--- src/rtl/cache_ring_stop.sv ---
// Ring stop: buffers upstream packets, delivers last-hop packets locally and
// merges local injections into a registered, stall-safe output stream.
module cache_ring_stop #(
   parameter int PAYLOAD_W  = 160,
   parameter int TTL_W      = 2,
   parameter int TTL_MAX    = 3,
   parameter int DEPTH      = 4,
   parameter int STARVE_MAX = 8
) (
   input  logic                         clk,
   input  logic                         rst_n,
   input  logic                         in_valid,
   output logic                         in_ready,
   input  logic [TTL_W-1:0]             in_ttl,
   input  logic [PAYLOAD_W-1:0]         in_payload,
   output logic                         out_valid,
   input  logic                         out_ready,
   output logic [TTL_W-1:0]             out_ttl,
   output logic [PAYLOAD_W-1:0]         out_payload,
   input  logic                         tx_valid,
   output logic                         tx_ready,
   input  logic [PAYLOAD_W-1:0]         tx_payload,
   output logic                         rx_valid,
   input  logic                         rx_ready,
   output logic [TTL_W-1:0]             rx_ttl,
   output logic [PAYLOAD_W-1:0]         rx_payload,
   output logic [$clog2(DEPTH+1)-1:0]   fifo_level
);

   localparam int PTR_W = (DEPTH > 1) ? $clog2(DEPTH) : 1;
   localparam int LVL_W = $clog2(DEPTH + 1);
   localparam int CNT_W = $clog2(STARVE_MAX + 1);

   logic [TTL_W-1:0]     ttl_mem_q [DEPTH];
   logic [PAYLOAD_W-1:0] pay_mem_q [DEPTH];

   logic [PTR_W-1:0]     wr_ptr_q, wr_ptr_d;
   logic [PTR_W-1:0]     rd_ptr_q, rd_ptr_d;
   logic [LVL_W-1:0]     level_q, level_d;
   logic                 out_valid_q, out_valid_d;
   logic [TTL_W-1:0]     out_ttl_q, out_ttl_d;
   logic [PAYLOAD_W-1:0] out_payload_q, out_payload_d;
   logic [CNT_W-1:0]     starve_q, starve_d;

   logic                 head_valid;
   logic                 last_hop;
   logic                 fwd_cand;
   logic                 loadable;
   logic                 tx_win;
   logic                 fwd_win;
   logic                 push;
   logic                 pop;
   logic [TTL_W-1:0]     head_ttl;
   logic [PAYLOAD_W-1:0] head_payload;

   function automatic logic [PTR_W-1:0] ptr_inc(input logic [PTR_W-1:0] p);
      return (p == PTR_W'(DEPTH - 1)) ? '0 : p + PTR_W'(1);
   endfunction

   assign head_ttl     = ttl_mem_q[rd_ptr_q];
   assign head_payload = pay_mem_q[rd_ptr_q];
   assign in_ready     = (level_q != LVL_W'(DEPTH));

   always_comb begin
      head_valid = (level_q != '0);
      last_hop   = head_valid && (head_ttl == '0);
      fwd_cand   = head_valid && (head_ttl != '0);
      loadable   = !out_valid_q || out_ready;
      // A starved injection overrides the forward candidate for one slot.
      tx_win     = loadable && tx_valid && (!fwd_cand || (starve_q == CNT_W'(STARVE_MAX)));
      fwd_win    = loadable && fwd_cand && !tx_win;
      push       = in_valid && in_ready;
      pop        = (last_hop && rx_ready) || fwd_win;
   end

   always_comb begin
      wr_ptr_d      = push ? ptr_inc(wr_ptr_q) : wr_ptr_q;
      rd_ptr_d      = pop  ? ptr_inc(rd_ptr_q) : rd_ptr_q;
      level_d       = level_q;
      case ({push, pop})
         2'b10:   level_d = level_q + LVL_W'(1);
         2'b01:   level_d = level_q - LVL_W'(1);
         default: level_d = level_q;
      endcase

      out_valid_d   = loadable ? (tx_win || fwd_win) : out_valid_q;
      out_ttl_d     = out_ttl_q;
      out_payload_d = out_payload_q;
      if (tx_win) begin
         out_ttl_d     = TTL_W'(TTL_MAX);
         out_payload_d = tx_payload;
      end else if (fwd_win) begin
         out_ttl_d     = head_ttl - TTL_W'(1);
         out_payload_d = head_payload;
      end

      starve_d = starve_q;
      if (!tx_valid || tx_win) begin
         starve_d = '0;
      end else if (fwd_win && (starve_q != CNT_W'(STARVE_MAX))) begin
         starve_d = starve_q + CNT_W'(1);
      end
   end

   // NOTE: sequential state uses non-blocking assignments so every flop
   // samples the pre-edge value of every other flop.
   always_ff @(posedge clk or negedge rst_n) begin
      if (!rst_n) begin
         wr_ptr_q    <= '0;
         rd_ptr_q    <= '0;
         level_q     <= '0;
         out_valid_q <= 1'b0;
         starve_q    <= '0;
      end else begin
         wr_ptr_q    <= wr_ptr_d;
         rd_ptr_q    <= rd_ptr_d;
         level_q     <= level_d;
         out_valid_q <= out_valid_d;
         starve_q    <= starve_d;
      end
   end

   // NOTE: packet storage is deliberately left without reset; the valid and
   // level flags above already mask any stale contents.
   always_ff @(posedge clk) begin
      out_ttl_q     <= out_ttl_d;
      out_payload_q <= out_payload_d;
      if (push) begin
         ttl_mem_q[wr_ptr_q] <= in_ttl;
         pay_mem_q[wr_ptr_q] <= in_payload;
      end
   end

   assign out_valid   = out_valid_q;
   assign out_ttl     = out_ttl_q;
   assign out_payload = out_payload_q;
   assign tx_ready    = tx_win;
   assign rx_valid    = last_hop;
   assign rx_ttl      = head_ttl;
   assign rx_payload  = head_payload;
   assign fifo_level  = level_q;

endmodule

--- config.mk ---
export PLATFORM = sky130hd
export DESIGN_NAME = cache_ring_stop
export DESIGN_NICKNAME = d
export VERILOG_FILES = /design/src/rtl/cache_ring_stop.sv
export SDC_FILE = /design/constraint.sdc
export NUM_CORES = 1
export LEC_CHECK = 0
export CAP_MARGIN = 15
export CELL_PAD_IN_SITES_DETAIL_PLACEMENT = 1
export CELL_PAD_IN_SITES_GLOBAL_PLACEMENT = 2
export CORE_UTILIZATION = 23
export CTS_CLUSTER_DIAMETER = 80
export DETAILED_ROUTE_END_ITERATION = 10
export PLACE_DENSITY = 0.51
export SYNTH_ARGS = -nofsm -noshare
export SYNTH_HDL_FRONTEND = slang
export SYNTH_SLANG_ARGS = --single-unit
--- constraint.sdc ---
create_clock -name clk -period 18.4 [get_ports clk]
set_clock_uncertainty 0.15 [all_clocks]
set_input_delay 3.68 -clock clk [delete_from_list [all_inputs] [get_ports clk]]
set_output_delay 3.68 -clock clk [all_outputs]
set_load 0.01 [all_outputs]
* Word-level counts from Yosys, hierarchy flattened
Memories as Yosys holds them, arrays and structs flattened. Index checks and enable logic that the tools add are counted.
Cells by class: $add $sub $neg 6, equality and inequality tests 7, multiplexer cells 9, reductions and logical operators 24
Operator list (number):
- $mux W160 | 2
- $logic_and A1 B1 Y1 | 9
- $mux W4 | 2
- $reduce_bool A2 Y1 | 4
- $eq A2 B2 Y1 const B | 3
- $pmux W3 S2 | 1
- $logic_or A1 B1 Y1 | 5
- $add A2 B1 Y2 const B | 2
- $add A4 B1 Y4 const B | 1
- $eq A4 B4 Y1 const B | 1
- $logic_not A1 Y1 | 4
- $mux W2 | 2
- $ne A4 B4 Y1 const B | 1
- $add A3 B1 Y3 const B | 1
- $ne A3 B3 Y1 const B | 1
- $reduce_bool A3 Y1 | 1
- $sub A3 B1 Y3 const B | 1
- $eq A2 B1 Y1 const B | 1
- $logic_not A2 Y1 | 1
- $mux W1 | 2
- $sub A2 B1 Y2 const B | 1
Storage, ports and cells: bits in registers 174, RAM bits 648, bits of input ports 328, output and inout port bits 331, logic and storage cells 55, memories kept 2
Memories:
- pay_mem_q | words 4, bits a word 160, rd ports 1, clocked after memory_dff 0, wr ports 1, line 35 | logic [PAYLOAD_W-1:0] pay_mem_q [DEPTH];
- ttl_mem_q | words 4, bits a word 2, rd ports 1, clocked after memory_dff 0, wr ports 1, line 34 | logic [TTL_W-1:0] ttl_mem_q [DEPTH];

* Longest topological paths before layout
Gate-level depths: netlist of run 1. An unclocked memory read counts as a cell.
depth in word-level cells 11, mapped depth 14, gate-level depth less buffers 11

* Worst setup path after synthesis of run 1
OpenSTA, ideal clock, no wires.
kind input -> output, start point input tx_valid, end point output tx_ready, data arrival time 4.529 ns, required time 14.570 ns, slack 10.041 ns, cell stages on the path 6, path buffers 4, cell sequence clkbuf_1 nand3b_1 buf_6 buf_12 buf_12 inv_1
Between the ends: cells in the longest elaborated chain, start to end 2
RTL lines:
- start: declaration | line 20 | input logic tx_valid,
- $logic_and A1 B1 Y1 (2 in series) | line 70 | tx_win = loadable && tx_valid && (!fwd_cand || (starve_q == CNT_W'(STARVE_MAX)));
- end: declaration | line 21 | output logic tx_ready,
No other way between the ends.

* Final worst setup path of run 1
start point input out_ready, end point output tx_ready
Between the ends: cells in the longest elaborated chain, start to end 3
RTL lines:
- start: declaration | line 17 | input logic out_ready,
- $logic_or A1 B1 Y1 | line 68 | loadable = !out_valid_q || out_ready;
- $logic_and A1 B1 Y1 (2 in series) | line 70
No other way between the ends.

==> impl_metrics.env, run 1 <==
export IMPL_cts_tree="built"
export IMPL_core_um2=135000
export IMPL_ctsHoldBuffers=0
export IMPL_syn_nets=1607
export IMPL_final_area_um2=43100
export IMPL_dp_hpwl_mm=56.0
export IMPL_multiInputGateArea_um2=6290
export IMPL_firstDrtPassIters=4
export IMPL_die_y_um=371
export IMPL_num_fill_cells=13542
export IMPL_critPathTopFamily="buffers and inverters"
export IMPL_viasPerCell=4.05
export IMPL_syn_area_um2=31300
export IMPL_cp_max_fo=6
export IMPL_path_buf_inv=3
export IMPL_rows=135
export IMPL_cpMaxStageDelayCell="clkdlybuf4s50_1"
export IMPL_cts_setup_buffers=0
export IMPL_relSlewSlack=0.363
export IMPL_place_gp_congestion=0.742
export IMPL_cts_root_buf="clkbuf_16"
export IMPL_cpMostUsedCell="clkdlybuf4s50_1"
export IMPL_nets=2333
export IMPL_synth_top_area_frac=0.774
export IMPL_status="complete, no violations"
export IMPL_netlist_top_cell_by_area="edfxtp_1"
export IMPL_antenna_found_initial=24
export IMPL_post_route_drc_count=0
export IMPL_placed_area_um2=40000
export IMPL_drv_cap=0
export IMPL_synthTopCellsByCount="edfxtp_1, mux4_2, mux2_4"
export IMPL_grt_pass1_vias=17321
export IMPL_hold_slack_ps=340
export IMPL_place_ws_ps=9350
export IMPL_synth_most_common_cell="edfxtp_1"
export IMPL_ys_types=38
export IMPL_worst_setup_path_end_kind="output pin"
export IMPL_drive_above_1_share=0.239
export IMPL_fin_crit_ps=9050
export IMPL_wl_per_cell_um=21.8
export IMPL_area_growth_pct=37.4
export IMPL_clock_sinks=822
export IMPL_insertion_delay_ps=700
export IMPL_finalMaxSlewViolations=0
export IMPL_synth_flop_cell="edfxtp_1"
export IMPL_place_inst=3677
export IMPL_ff_latch_area_um2=24600
export IMPL_hp_class="flip-flop to flip-flop"
export IMPL_post_layout_nonfiller_instances=3855
export IMPL_htree_num_levels=3
export IMPL_yosys_warnings=0
export IMPL_die_w_um=371
export IMPL_yosysSeqAreaShare=0.785
export IMPL_grt_usage=0.119
export IMPL_path_clk_slew_ps=60
export IMPL_final_setup_worst_slack_ps=9350
export IMPL_leakagePower_uw=0.0143
export IMPL_portBuffers=658
export IMPL_synth_edf_count=808
export IMPL_worst_pin_slew_ps=955
export IMPL_syn_area_per_cell_um2=24.7
export IMPL_grt_overflow=0
export IMPL_cts_buffers=97
export IMPL_start_util=0.232
export IMPL_crit_chain="clkdlybuf4s50_1 > nand2b_1 > nand3b_1 > inv_1 > clkdlybuf4s50_1"
export IMPL_grt_first_pass_wirelength_mm=119
export IMPL_setup_viol=0
export IMPL_num_io_pins=659
export IMPL_fin_crit_sh=0.492
export IMPL_worstSetupPathType="primary input to output pin"
export IMPL_synth_area_leaders="edfxtp_1, mux4_2, mux2_4"
export IMPL_irDropWorstVdd_uv=89.4
export IMPL_rsz0062_at_grt="false"
export IMPL_powerDensity_nw_per_um2=174
export IMPL_synth_seq_cells=822
export IMPL_ctsResizeCount=0
export IMPL_crit_arrival_ps=5220
export IMPL_grt_max_degree=89
export IMPL_critPathRequiredTime_ps=14570
export IMPL_critPathLaunchType="primary input"
export IMPL_async_flop_share=0.0146
export IMPL_drtIter0Drc=705
export IMPL_fmax_mhz=110
export IMPL_wl_mm=84.0
export IMPL_max_stage_delay_ps=540
export IMPL_clock_path_buffers=3
export IMPL_die_area_um2=138000
export IMPL_syn_inst=1269
export IMPL_vias=15609
export IMPL_finalSetupTns_ps=0
export IMPL_ant_nets=0
export IMPL_hold_viol=0
## cell type report
type                       instances  share of cell area
clock inverter                    55              0.0130
clock buffer                     117              0.0588
timing repair buffer             682               0.157
multi-input combinational        380               0.146
tap                             1781              0.0517
inverter                          12             0.00105
antenna                            6            0.000349
sequential                       822               0.572
## through the flow
| stage | power (uW) | utilization |
|---|---|---|
| after floorplan | 4370 | - |
| after CTS | 7710 | 0.318 |
| after detailed placement | 5780 | 0.295 |
| final | 7510 | 0.318 |
| after global routing | 7890 | 0.318 |
| after global placement | 5740 | 0.295 |
## sequential cells by signal, indices dropped and copies added, names as in the netlist
name         count
rd_ptr_q         2
pay_mem_q      640
out_ttl          2
ttl_mem_q        8
wr_ptr_q         2
out_payload    160
fifo_level       3
starve_q         4
out_valid        1
## power by group
part / internal (uW) / switching, uW / leakage [uW]
registers: 2700 / 163 / 0.00765
logic: 1490 / 1300 / 0.00510
clock network: 1110 / 765 / 0.00151
## layout by cell type (no fill, tap or decap), drive strengths merged, types with 2 or more instances in the layout
cell type,netlist,routed
a2bb2oi,2,2
nor2b,2,2
nand2,3,3
nor2,4,4
dfrtp,12,12
a21boi,3,3
clkinv,0,38
diode,0,6
nand3,7,7
clkbuf,14,117
and3,4,4
mux2,164,164
o21ai,2,2
ha,9,9
nor3,2,2
clkdlybuf4s50,0,658
inv,12,17
dfxtp,2,2
edfxtp,808,808
xor2,2,2
clkinvlp,0,3
buf,41,24
mux4,162,162
nand4,2,2
bufinv,0,9
## per-layer routing
metal	part of all wire	GRT usage	wire length [um]	up-vias
met5	0.0030	0	252	-
met4	0.021	0.0381	1730	38
met3	0.078	0.0428	6540	138
met2	0.50	0.200	41700	517
met1	0.40	0.140	33800	8081
li1	-	-	-	6835
## final timing paths
check	from	endpoint	slack (ps)	cells after the start
worst min register to register	out_ttl[1]	out_ttl[1]	340	1
worst max-delay path	out_ready	tx_ready	9350	5
min in group asynchronous	rst_n	out_valid	3260	1
max in group asynchronous	rst_n	rd_ptr_q[0]	14340	1
worst min-delay path	out_ttl[1]	out_ttl[1]	340	1
worst max register to register	rd_ptr_q[0]	out_payload[56]	12520	10
## kinds of logic after synthesis
family / after synthesis / share of synthesized area
fa+ha+maj: 10 / 0.00423
simple gates: 31 / 0.00583
compound gates: 10 / 0.00292
xor+xnor: 3 / 0.000839
mux: 326 / 0.186
flops: 822 / 0.785
buf+inv: 67 / 0.0151
(Power assumes the default switching activity.)
==> run 2: changes to the inputs <==
- clock period: 18.4 -> 8.8 ns (I/O delays scaled with it)
==> run 2 against run 1 <==
Net effect:
- combinational power is 110% higher
- global-route usage is 0.12 points higher
- design area hardly changed
- final cell count is 0.10% lower
- sequential share of layout area hardly changed
- utilization hardly changed
- worst hold slack better by 2.4 ps
- via count is 0.12% lower
- largest cell class unchanged
- largest power group unchanged
==> impl_metrics.env, run 2 (synthesis results as in run 1) <==
export IMPL_placed_area_um2=40000
export IMPL_max_stage_delay_ps=850
export IMPL_num_io_pins=659
export IMPL_ctsHoldBuffers=0
export IMPL_finalMaxSlewViolations=0
export IMPL_regMostFlops="pay_mem_q"
export IMPL_combinationalPowerShare=0.371
export IMPL_p_int_uw=11000
export IMPL_grt_pass1_vias=17182
export IMPL_grt_max_degree=90
export IMPL_clock_path_buffers=3
export IMPL_p_sw_frac=0.298
export IMPL_fin_util=0.318
export IMPL_leakagePower_uw=0.0142
export IMPL_clock_sinks=822
export IMPL_post_route_drc_count=0
export IMPL_fin_crit_ps=5840
export IMPL_crit_arrival_ps=3930
export IMPL_irDropWorstVdd_uv=201
export IMPL_hold_slack_ps=343
export IMPL_relSlewSlack=0.194
export IMPL_final_area_um2=43000
export IMPL_die_y_um=371
export IMPL_die_w_um=371
export IMPL_critPathLaunchType="flip-flop"
export IMPL_status="complete, no violations"
export IMPL_dp_hpwl_mm=56.9
export IMPL_firstDrtPassIters=4
export IMPL_largest_register_ff_count=640
export IMPL_vias=15590
export IMPL_p_sw_uw=4660
export IMPL_p_seq_frac=0.385
export IMPL_portBuffers=658
export IMPL_antenna_found_initial=25
export IMPL_multiInputGateArea_um2=6290
export IMPL_rows=135
export IMPL_ff_latch_area_um2=24600
export IMPL_cts_tree="built"
export IMPL_critPathRequiredTime_ps=6890
export IMPL_cts_root_buf="clkbuf_16"
export IMPL_worst_pin_slew_ps=1210
export IMPL_grt_usage=0.120
export IMPL_setup_viol=0
export IMPL_cts_setup_buffers=0
export IMPL_fmax_mhz=171
export IMPL_wl_mm=85.0
export IMPL_ctsResizeCount=0
export IMPL_grt_overflow=0
export IMPL_layout_common_cells="edfxtp_1, clkdlybuf4s50_1, mux4_2, clkbuf_16, mux2_4"
export IMPL_critPathTopFamily="buffers and inverters"
export IMPL_pwr_share_clk=0.244
export IMPL_fin_crit_sh=0.664
export IMPL_drive_above_1_share=0.237
export IMPL_worst_setup_path_end_kind="output pin"
export IMPL_drv_cap=0
export IMPL_die_area_um2=138000
export IMPL_worstSetupPathType="flip-flop to output pin"
export IMPL_crit_chain="buf_4 > buf_4 > mux4_2 > clkdlybuf4s50_1"
export IMPL_cts_buffers=97
export IMPL_core_um2=135000
export IMPL_hold_viol=0
export IMPL_powerDensity_nw_per_um2=363
export IMPL_viasPerCell=4.05
export IMPL_final_common_cell="edfxtp_1"
export IMPL_place_gp_congestion=0.740
export IMPL_rsz0062_at_grt="false"
export IMPL_cpMostUsedCell="buf_4"
export IMPL_drtIter0Drc=759
export IMPL_path_clk_slew_ps=60
export IMPL_htree_num_levels=3
export IMPL_hp_class="flip-flop to flip-flop"
export IMPL_num_fill_cells=13543
export IMPL_ant_nets=0
export IMPL_wl_per_cell_um=22.1
export IMPL_cpMaxStageDelayCell="dfrtp_4"
export IMPL_finalSetupTns_ps=0
export IMPL_grt_first_pass_wirelength_mm=120
export IMPL_nets=2330
export IMPL_area_growth_pct=37.3
export IMPL_cp_max_fo=44
export IMPL_start_util=0.232
export IMPL_insertion_delay_ps=690
export IMPL_path_buf_inv=3
-- run 2: final cells by class --
class	count	area share
clock buffer	119	0.0593
multi-input combinational	380	0.146
tap	1781	0.0518
inverter	12	0.00105
antenna	5	0.000291
clock inverter	53	0.0112
sequential	822	0.572
timing repair buffer	679	0.158
-- run 2: worst paths after layout --
check                                  endpoint  slack, ps  cells after the start        start
worst min register to register       out_ttl[0]        340                      1   out_ttl[0]
max in group asynchronous           rd_ptr_q[1]       6610                      1        rst_n
worst max-delay path             rx_payload[71]       2960                      4  rd_ptr_q[1]
min in group asynchronous             out_valid       1360                      1        rst_n
worst min-delay path                 out_ttl[0]        340                      1   out_ttl[0]
worst max register to register  out_payload[65]       4460                      8  rd_ptr_q[0]
-- run 2: metrics by stage --
step	total power, uW	std cells	worst slack [ps]
floorplan	9130	1269	2470
global placement	12000	3674	3510
detailed placement	12100	3674	3500
CTS	16000	3846	2720
global route	16400	3847	2700
finish	15600	3851	2960
-- run 2: power by group through the flow --
stage                     sequential (uW)  clock [uW]  combinational [uW]
after floorplan                      6270           0                2850
after global placement               6080           0                5940
after detailed placement             6130           0                5950
after CTS                            6060        3980                5980
after global routing                 6140        4110                6190
final                                6020        3820                5800
-- run 2: layer usage --
metal  up-vias  share of wire  track usage
li1       6822              -            -
met1      8066           0.40        0.142
met2       529           0.49        0.202
met3       133          0.078       0.0423
met4        40          0.020       0.0361
met5         -         0.0030            0
==> run 3: changes to the inputs <==
- PLACE_DENSITY: 0.51 -> 0.53
- clock period: 8.8 -> 4.9 ns (I/O delays scaled with it)
==> run 3 against run 2 <==
Net effect:
- via count is 1.4% higher
- wire length is 0.50% lower
- setup slack worse by 2700 ps
- non-clock buffer count is 37 higher
- register-to-register slack worse by 3200 ps
- final cell count is 1.0% higher
- critical path type unchanged
- critical endpoint is now tx_ready
==> impl_metrics.env, run 3 (synthesis results as in run 1) <==
export IMPL_dp_hpwl_mm=57.7
export IMPL_vias=15811
export IMPL_crit_arrival_ps=3490
export IMPL_leakagePower_uw=0.0146
export IMPL_fin_crit_ps=4620
export IMPL_cts_root_buf="clkbuf_16"
export IMPL_wl_per_cell_um=21.7
export IMPL_cpMaxStageDelayCell="dfrtp_4"
export IMPL_relSlewSlack=0.382
export IMPL_critPathRequiredTime_ps=3770
export IMPL_htree_num_levels=3
export IMPL_final_setup_worst_slack_ps=283
export IMPL_grt_first_pass_wirelength_mm=120
export IMPL_worstSetupPathType="flip-flop to output pin"
export IMPL_grt_usage=0.120
export IMPL_worst_setup_path_end_kind="output pin"
export IMPL_final_common_cell="edfxtp_1"
export IMPL_post_layout_nonfiller_instances=3891
export IMPL_path_buf_inv=3
export IMPL_clock_path_buffers=3
export IMPL_die_w_um=371
export IMPL_rsz0062_at_grt="false"
export IMPL_die_area_um2=138000
export IMPL_finalMaxSlewViolations=0
export IMPL_cpMostUsedCell="inv_1"
export IMPL_p_seq_frac=0.372
export IMPL_num_io_pins=659
export IMPL_critPathLaunchType="flip-flop"
export IMPL_grt_max_degree=85
export IMPL_grt_overflow=0
export IMPL_p_int_uw=20200
export IMPL_drv_cap=0
export IMPL_ctsHoldBuffers=0
export IMPL_hold_viol=0
export IMPL_area_growth_pct=39.2
export IMPL_wl_mm=84.6
export IMPL_path_clk_slew_ps=50
export IMPL_start_util=0.232
export IMPL_largest_register_ff_count=640
export IMPL_cts_setup_buffers=0
export IMPL_irDropWorstVdd_uv=411
export IMPL_place_inst=3711
export IMPL_rows=135
export IMPL_ctsResizeCount=0
export IMPL_fmax_mhz=217
export IMPL_insertion_delay_ps=700
export IMPL_p_sw_uw=8410
export IMPL_ant_nets=0
export IMPL_p_sw_frac=0.294
export IMPL_place_ws_ps=914
export IMPL_nets=2368
export IMPL_grt_pass1_vias=17210
export IMPL_drive_above_1_share=0.251
export IMPL_combinationalPowerShare=0.379
export IMPL_place_gp_congestion=0.723
export IMPL_post_route_drc_count=0
export IMPL_hp_class="flip-flop to flip-flop"
export IMPL_core_um2=135000
export IMPL_fin_crit_sh=0.942
export IMPL_die_y_um=371
export IMPL_firstDrtPassIters=6
export IMPL_viasPerCell=4.06
export IMPL_multiInputGateArea_um2=6290
export IMPL_antenna_found_initial=27
export IMPL_portBuffers=658
export IMPL_setup_viol=0
export IMPL_crit_chain="mux4_2 > inv_1 > ha_1 > a311oi_4 > nand3b_1 > inv_1 > clkdlybuf4s50_1"
export IMPL_drtIter0Drc=761
export IMPL_regMostFlops="pay_mem_q"
export IMPL_worst_pin_slew_ps=928
export IMPL_finalPower_uw=28600
export IMPL_max_stage_delay_ps=780
export IMPL_status="complete, no violations"
export IMPL_cts_tree="built"
export IMPL_clock_sinks=822
export IMPL_num_fill_cells=13604
export IMPL_critPathTopFamily="flip-flops"
export IMPL_cts_buffers=98
export IMPL_pwr_share_clk=0.250
export IMPL_layout_common_cells="edfxtp_1, clkdlybuf4s50_1, mux4_2, clkbuf_16, mux2_4"
export IMPL_fin_util=0.322
export IMPL_ff_latch_area_um2=24600
export IMPL_cp_max_fo=25
export IMPL_finalSetupTns_ps=0
export IMPL_powerDensity_nw_per_um2=656
-- run 3: area by class of cell --
class / count / area share
sequential: 822 / 0.564
timing repair buffer: 716 / 0.167
multi-input combinational: 380 / 0.144
clock buffer: 116 / 0.0578
tap: 1781 / 0.0511
clock inverter: 61 / 0.0144
inverter: 12 / 0.00103
antenna: 3 / 0.000172
-- run 3: final timing paths --
check / end / slack, ps / cells past startpoint / start
worst max-delay path: tx_ready / 280 / 7 / rd_ptr_q[0]
worst min-delay path: out_ttl[0] / 390 / 1 / out_ttl[0]
min in group asynchronous: starve_q[2] / 520 / 1 / rst_n
worst max register to register: fifo_level[2] / 1280 / 11 / rd_ptr_q[0]
max in group asynchronous: rd_ptr_q[0] / 3610 / 1 / rst_n
worst min register to register: out_ttl[0] / 390 / 1 / out_ttl[0]
-- run 3: worst register-to-register path, cell delays in order (launching register included) --
cell	delay [ps]
dfrtp_4	780
mux4_2	620
inv_1	80
ha_1	270
nor2b_1	300
a21o_1	260
ha_1	220
inv_1	60
fa_1	370
xor2_1	150
nor2_1	120
xor2_1	180
-- run 3: power groups by stage --
stage | Clock (uW) | Sequential, uW | Combinational, uW
floorplan | 0 | 11100 | 5120
global placement | 0 | 10700 | 11000
detailed placement | 0 | 10800 | 11100
CTS | 7430 | 10700 | 11200
global route | 7640 | 10800 | 11500
finish | 7140 | 10600 | 10800
-- run 3: routing by layer --
metal	global-route usage	vias to the layer above	wire length, um
met5	0	-	264
met3	0.0417	156	6120
li1	-	6902	-
met2	0.203	537	42400
met1	0.143	8174	34000
met4	0.0340	42	1770
-- run 3: through the flow --
stage / hold slack [ps] / instance area (um2)
floorplan: 361 / 31300
global placement: 365 / 40500
detailed placement: 381 / 40500
CTS: 392 / 43600
global route: 399 / 43600
finish: 392 / 43600
